===== src/rtl/coax_tx_byte_packer_pkg.sv =====
// Shared coax word constants and the host-byte to coax-word bit mapping.
package coax_tx_byte_packer_pkg;

  localparam int unsigned COAX_WORD_WIDTH = 10;
  localparam int unsigned HIGH_BITS       = 2;
  localparam int unsigned LOW_BITS        = COAX_WORD_WIDTH - HIGH_BITS;

  // The first byte contributes only its low HIGH_BITS bits; the second byte fills the rest.
  function automatic logic [COAX_WORD_WIDTH-1:0] pack_word(input logic [HIGH_BITS-1:0] hi,
                                                          input logic [LOW_BITS-1:0]  lo);
    return {hi, lo};
  endfunction

endpackage


===== src/rtl/coax_tx_byte_packer.sv =====
// Packs host byte pairs into 10-bit coax words and feeds them to the buffered transmitter,
// with an end-of-frame start strobe and an inter-byte timeout that drops partial words.
module coax_tx_byte_packer
  import coax_tx_byte_packer_pkg::*;
#(
  parameter int unsigned TIMEOUT = 1024
) (
  input  logic                       clk,
  input  logic                       reset,
  input  logic [7:0]                 i_in_data,
  input  logic                       i_in_valid,
  input  logic                       i_in_last,
  output logic                       o_in_ready,
  output logic [COAX_WORD_WIDTH-1:0] o_tx_data,
  output logic                       o_tx_load_strobe,
  output logic                       o_tx_start_strobe,
  input  logic                       i_tx_full,
  input  logic                       i_tx_ready,
  output logic                       o_busy,
  output logic                       o_error_strobe
);

  localparam int unsigned CntW = $clog2(TIMEOUT);
  localparam logic [CntW-1:0] CntMax = CntW'(TIMEOUT - 1);

  typedef enum logic [1:0] {StHigh, StLow, StLoad, StStart} state_e;

  state_e                     r_state, w_state_d;
  logic [CntW-1:0]            r_cnt, w_cnt_d;
  logic [HIGH_BITS-1:0]       r_hi, w_hi_d;
  logic [COAX_WORD_WIDTH-1:0] r_tx_data, w_tx_data_d;
  logic                       r_last, w_last_d;
  logic                       r_load_strobe, w_load_d;
  logic                       r_start_strobe, w_start_d;
  logic                       r_err_strobe, w_err_d;
  logic                       w_in_ready;
  logic                       w_hs;

  // No new word starts while the buffered tx is still finishing a transmission.
  assign w_in_ready = (r_state == StHigh) ? i_tx_ready : (r_state == StLow);
  assign w_hs       = i_in_valid & w_in_ready;

  always_comb begin
    w_state_d   = r_state;
    w_cnt_d     = r_cnt;
    w_hi_d      = r_hi;
    w_tx_data_d = r_tx_data;
    w_last_d    = r_last;
    w_load_d    = 1'b0;
    w_start_d   = 1'b0;
    w_err_d     = 1'b0;
    case (r_state)
      StHigh: begin
        if (w_hs) begin
          if (i_in_last) begin
            w_err_d = 1'b1;
          end else begin
            w_hi_d    = i_in_data[HIGH_BITS-1:0];
            w_cnt_d   = '0;
            w_state_d = StLow;
          end
        end
      end
      StLow: begin
        // A handshake on the final allowed cycle still completes the word.
        if (w_hs) begin
          w_tx_data_d = pack_word(r_hi, i_in_data);
          w_last_d    = i_in_last;
          w_state_d   = StLoad;
        end else if (r_cnt == CntMax) begin
          w_err_d   = 1'b1;
          w_state_d = StHigh;
        end else begin
          w_cnt_d = r_cnt + 1'b1;
        end
      end
      StLoad: begin
        if (!i_tx_full) begin
          w_load_d  = 1'b1;
          w_state_d = r_last ? StStart : StHigh;
        end
      end
      StStart: begin
        w_start_d = 1'b1;
        w_state_d = StHigh;
      end
      default: w_state_d = StHigh;
    endcase
  end

  always_ff @(posedge clk) begin
    if (reset) begin
      r_state        <= StHigh;
      r_cnt          <= '0;
      r_hi           <= '0;
      r_tx_data      <= '0;
      r_last         <= 1'b0;
      r_load_strobe  <= 1'b0;
      r_start_strobe <= 1'b0;
      r_err_strobe   <= 1'b0;
    end else begin
      r_state        <= w_state_d;
      r_cnt          <= w_cnt_d;
      r_hi           <= w_hi_d;
      r_tx_data      <= w_tx_data_d;
      r_last         <= w_last_d;
      r_load_strobe  <= w_load_d;
      r_start_strobe <= w_start_d;
      r_err_strobe   <= w_err_d;
    end
  end

  assign o_in_ready        = w_in_ready;
  assign o_tx_data         = r_tx_data;
  assign o_tx_load_strobe  = r_load_strobe;
  assign o_tx_start_strobe = r_start_strobe;
  assign o_error_strobe    = r_err_strobe;
  assign o_busy            = (r_state != StHigh);

endmodule


===== config.mk =====
export PLATFORM = sky130hd
export DESIGN_NAME = coax_tx_byte_packer
export DESIGN_NICKNAME = d
export VERILOG_FILES = /design/src/rtl/coax_tx_byte_packer_pkg.sv /design/src/rtl/coax_tx_byte_packer.sv
export SDC_FILE = /design/constraint.sdc
export NUM_CORES = 1
export LEC_CHECK = 0
export ABC_CLOCK_PERIOD_IN_PS = 1750
export CORE_ASPECT_RATIO = 0.5
export CORE_MARGIN = 2
export CORE_UTILIZATION = 49
export CTS_BUF_LIST = sky130_fd_sc_hd__clkbuf_4 sky130_fd_sc_hd__clkbuf_8 sky130_fd_sc_hd__clkbuf_16
export DETAILED_ROUTE_END_ITERATION = 7
export PLACE_DENSITY = 0.74
export SLEW_MARGIN = 20
export SYNTH_ARGS = -nofsm -noshare
export SYNTH_HDL_FRONTEND = slang
export SYNTH_SLANG_ARGS = --single-unit

===== constraint.sdc =====
create_clock -name clk -period 1.75 [get_ports clk]
set_input_delay 0.175 -clock clk [delete_from_list [all_inputs] [get_ports clk]]
set_output_delay 0.175 -clock clk [all_outputs]
set_load 0.01 [all_outputs]

=== Word-level counts from Yosys, hierarchy flattened ===
Cells that the tools add are included.

* Register bits after elaboration: 28
* Input port bits: 14
* Output and inout port bits: 15
* Word-level logic and storage cells: 50

* $add $sub $neg: 1
* Eq/ne operators: 10
* Muxes and demuxes: 20
* Bitwise operators: 3
* Reductions and logical operators: 8

{| class="wikitable"
|+ Operators by type and width
! operator !! count
|-
| $mux W10 || 4
|-
| $pmux W10 S2 || 1
|-
| $mux W2 || 6
|-
| $add A10 B1 Y10 const B || 1
|-
| $eq A10 B10 Y1 const B || 1
|-
| $ne A2 B2 Y1 const B || 5
|-
| $pmux W2 S4 || 1
|-
| $mux W1 || 7
|-
| $reduce_and A5 Y1 || 1
|-
| $eq A2 B2 Y1 const B || 2
|-
| $reduce_and A4 Y1 || 1
|-
| $reduce_bool A2 Y1 || 2
|-
| $ne A3 B2 Y1 const B || 1
|-
| $reduce_and A3 Y1 || 1
|-
| $eq A2 B1 Y1 const B || 1
|-
| $logic_not A2 Y1 || 1
|-
| $not A1 Y1 || 2
|-
| $pmux W1 S2 || 1
|-
| $reduce_and A2 Y1 || 1
|-
| $reduce_or A2 Y1 || 1
|-
| $and A1 B1 Y1 || 1
|}

=== Longest topological paths before layout ===
* Depth in word-level cells: 5
* Gate-level depth with buffers: 6
* Depth with buffers taken out: 5

=== Worst setup path after synthesis ===
OpenSTA, ideal clock, no wires.

* Path kind: register -> register
* Start point: reg r_state[0]
* End point: reg r_cnt[5]
* Setup time: 0.070 ns
* Arrival time: 1.505 ns
* Data required time: 1.680 ns
* Slack: 0.175 ns
* Cell stages (with the launch flop): 6
* Path buffers: 1
* Period minus slack after synthesis: 1.575 ns
* Cells stage by stage: dfxtp_1 clkbuf_4 nand2b_2 a2111o_1 or4_1 a21oi_1

* Cells in the longest elaborated chain, start to end: 5
* Elaborated cells on any way between the ends: 11
* Classes of those cells: eq/ne: 5; mux: 2; bitwise: 1; reduce/logical: 3

{| class="wikitable"
|+ RTL lines
! item !! RTL line !! RTL
|-
| from (decl) || coax_tx_byte_packer.sv:28 || <nowiki>state_e r_state, w_state_d;</nowiki>
|-
| from (signal assigned) || coax_tx_byte_packer.sv:93 || <nowiki>r_state <= StHigh;</nowiki>
|-
| from (signal assigned) || coax_tx_byte_packer.sv:102 || <nowiki>r_state <= w_state_d;</nowiki>
|-
| $eq A2 B1 Y1 / $logic_not A2 Y1 (equally long branches) || coax_tx_byte_packer.sv:40, coax_tx_byte_packer.sv:52 ||
|-
| $mux W1 || coax_tx_byte_packer.sv:40 || <nowiki>assign w_in_ready = (r_state == StHigh) ? i_tx_ready : (r_state == StLow);</nowiki>
|-
| $and A1 B1 Y1 || coax_tx_byte_packer.sv:41 || <nowiki>assign w_hs = i_in_valid & w_in_ready;</nowiki>
|-
| $ne A2 B2 Y1 (no line) || -- ||
|-
| $reduce_and A5 Y1 (no line) || -- ||
|-
| to (signal assigned) || coax_tx_byte_packer.sv:103 || <nowiki>r_cnt <= w_cnt_d;</nowiki>
|-
| to (decl) || coax_tx_byte_packer.sv:29 || <nowiki>logic [CntW-1:0] r_cnt, w_cnt_d;</nowiki>
|}

Parallel ways exist; a longest one is shown, timed or not.
A chain may end at the register's enable or synchronous reset.

=== Worst setup path in the final report ===
Same ends and word-level chain as after synthesis.

==> flow_summary.yaml <==
critical_path:
  startpoint: "r_state[0]$_SDFFE_PP0P_"
  r2r_slack_ns: 0.05
  worstReg2RegEnd: "r_cnt[5]$_SDFFE_PP0P_"
  cp_slowest_cell: "a2111o_1"
  r2r-start: "r_state[0]$_SDFFE_PP0P_"
  arrival_ns: 1.91
  end_kind: "flip-flop"
  critPathRequiredTime_ns: 1.96
  rr_worst_depth: 4
  critPathMaxStageDelay_ns: 0.48
  crit_end: "r_cnt[5]$_SDFFE_PP0P_"
  path_cells: "nand4bb_4 -> a2111o_1 -> or4_4 -> a21oi_2"
  crit_fanout: 4
  start_kind: "flip-flop"
  critPathKind: "reg2reg"
power:
  pwr-share-comb_pct: 11.8
  clockPowerShare_pct: 38.4
  ir_drop_v: 0.000422
  swShare_pct: 21.4
  p_leak_nw: 0.632
  power_density_nw_per_um2: 732
  power_frac_seq_pct: 49.8
  intPower_mw: 1.03
  power.switching_mw: 0.281
floorplan:
  start_util_pct: 50.4
  core.rowCount: 13
  die_w_um: 76.2
  die_h_um: 40.1
  fp.dieArea_sq_um: 3060
  num_io_pins: 29
  coreArea_sq_um: 2540
routing:
  drt-total-wl_um: 3180
  vias: 1269
  ant_nets: 0
  via_per_inst: 5.40
  wl_per_cell_um: 13.5
  first_pass_iters: 4
  drtIter0Drc: 41
  drc_errors: 0
sta:
  timing.hold.ws_ns: 0.381
  setup_viol: 0
  slew-limit-headroom_pct: 69.3
  setup_ws_ns: 0.0498
  timing.final.crit_share_pct: 97.2
  hold_viol: 0
  slew_viol_final: 0
  fin_skew_ns: 0.00323
  layout_min_cycle_time_ns: 1.70
  worst_slew_pin_slew_ns: 0.459
  fmaxAchievable_mhz: 588
logic_synthesis:
  synth_top_area_share_pct: 43.8
  yosysTopAreaCell: "dfxtp_1"
  yosys-top-cells-area: "dfxtp_1 44%, a21oi_1 7.8%, nand3_1 7.8%"
  synth-async-reset-ratio_pct: 0
  ys_warn_count: 0
  netlist_top_cells_count: "28 x dfxtp_1, 22 x nand2_1, 20 x a21oi_1, 20 x nand3_1, 9 x nor2_1"
  syn_inst: 159
  synthesis.area_sq_um: 1280
  dominantRegCellSynth: "dfxtp_1"
  syn-num-nets: 174
  synth-edff-count: 0
  yosysMostFrequentCell: "dfxtp_1"
  yosys_register_bits: 28
  syn_area_per_cell_sq_um: 8.04
  seq_area_frac_synth_pct: 43.8
  ys_types: 38
final_layout:
  final_cells: 235
  drive_above_1_share_pct: 14.1
  multi_input_area_sq_um: 697
  diodes: 0
  seqCellArea_sq_um: 562
  final_nets: 214
  fillers: 222
  fin_area_sq_um: 1800
  utilization_pct: 70.8
  syn2layout_area_growth_pct: 40.5
grt:
  antenna_found_initial: 0
  grt_pass1_wl_um: 4760
  grt_pass1_vias: 1017
  overflow: 0
  grt_start_max_net_pins: 19
  grt_util_all_layers_pct: 20.5
placement:
  globalplace.congestion: 0.846
  place_area_sq_um: 1690
  dpl.hpwl_um: 2370
  port_buffers: 28
  post-place-cells: 231
  post-place-ws_ns: -0.232
cts:
  tritoncts: "done"
  cts_hold_buf: 0
  cts_resized: 0
  clockBufferDepth: 2
  cts-root-buf: "clkbuf_8"
  numCtsBuffers: 3
  cts_setup_buffers: 0
  path_clk_slew_ns: 0.10
  htree_levels: 1
  clock_latency_ns: 0.27
  clock_sinks: 28
worst_hold_path:
  hp-class: "in2reg"
outcome:
  status: "complete, no violations"
flow_run:
  max-cap-violations: 0
[critical path: cells and delay by family, from the launching register on]
family             cells  cell delay [ns]
and+or+nand+nor        2             0.67
AOI/OAI and AO/OA      2             0.63
DFF                    1             0.34
[cells in the final DEF, fill, tap and decap left out, drive strengths merged, types with 3 or more instances in the layout]
cell and n:
a21oi 20, buf 16, clkbuf 3, clkdlybuf4s50 26
dfxtp 28, inv 4, mux2i 3, nand2 22
nand2b 4, nand3 20, nor2 9, nor3 6
o31ai 3, or3 3, or4 3
[worst min-delay path by stage]
stage | from | to | slack [ns] | depth (start not counted)
2_1_floorplan | i_tx_full | o_tx_load_strobe$_SDFF_PP0_ | 0.25 | 1
3_3_place_gp | o_tx_data[2]$_SDFFE_PP0P_ | o_tx_data[2]$_SDFFE_PP0P_ | 0.44 | 2
3_5_place_dp | o_tx_data[5]$_SDFFE_PP0P_ | o_tx_data[5]$_SDFFE_PP0P_ | 0.45 | 2
4_1_cts | i_in_data[2] | o_tx_data[2]$_SDFFE_PP0P_ | 0.45 | 3
5_1_grt | i_in_valid | o_error_strobe$_SDFF_PP0_ | 0.46 | 3
6_report | i_in_valid | o_error_strobe$_SDFF_PP0_ | 0.38 | 3
[flip-flops by register name, indices dropped and copies added, names as in the netlist]
signal             flops
o_error_strobe         1
o_tx_data             10
o_tx_load_strobe       1
o_tx_start_strobe      1
r_cnt                 10
r_hi                   2
r_last                 1
r_state                2
[power by group through the flow]
stage                     Combinational, mW  Clock, mW  Sequential [mW]
after floorplan                      0.0634          0            0.670
after global placement                0.148          0            0.670
after detailed placement              0.151          0            0.670
after CTS                             0.152      0.511            0.655
after global routing                  0.168      0.534            0.657
final                                 0.155      0.505            0.656
[metal layers]
metal	part of all wire [%]	track usage (%)
met1	49	25.5
met2	47	36.7
met3	4.5	7.43
met4	0	2.27
met5	0	0
[cells by family after synthesis]
| family | synth area share [%] |
|---|---|
| simple gates | 29.8 |
| mux | 2.35 |
| fa+ha+maj | 0.978 |
| compound gates | 18.8 |
| buf+inv | 4.21 |
| flops | 43.8 |
[layout make-up]
class                      instances  area share [%]
clock buffer                       3            2.30
sequential                        28            31.3
inverter                           4           0.836
tap                               37            2.58
timing repair buffer              44            22.6
clock inverter                     1            1.67
multi-input combinational        118            38.8
[stage by stage]
step           power, mW  TNS (ns)
2_1_floorplan      0.733         0
3_3_place_gp       0.818    -0.493
3_5_place_dp       0.821    -0.962
4_1_cts             1.32         0
5_1_grt             1.36  -0.00185
6_report            1.32         0
Power figures use the tool's default switching activity.
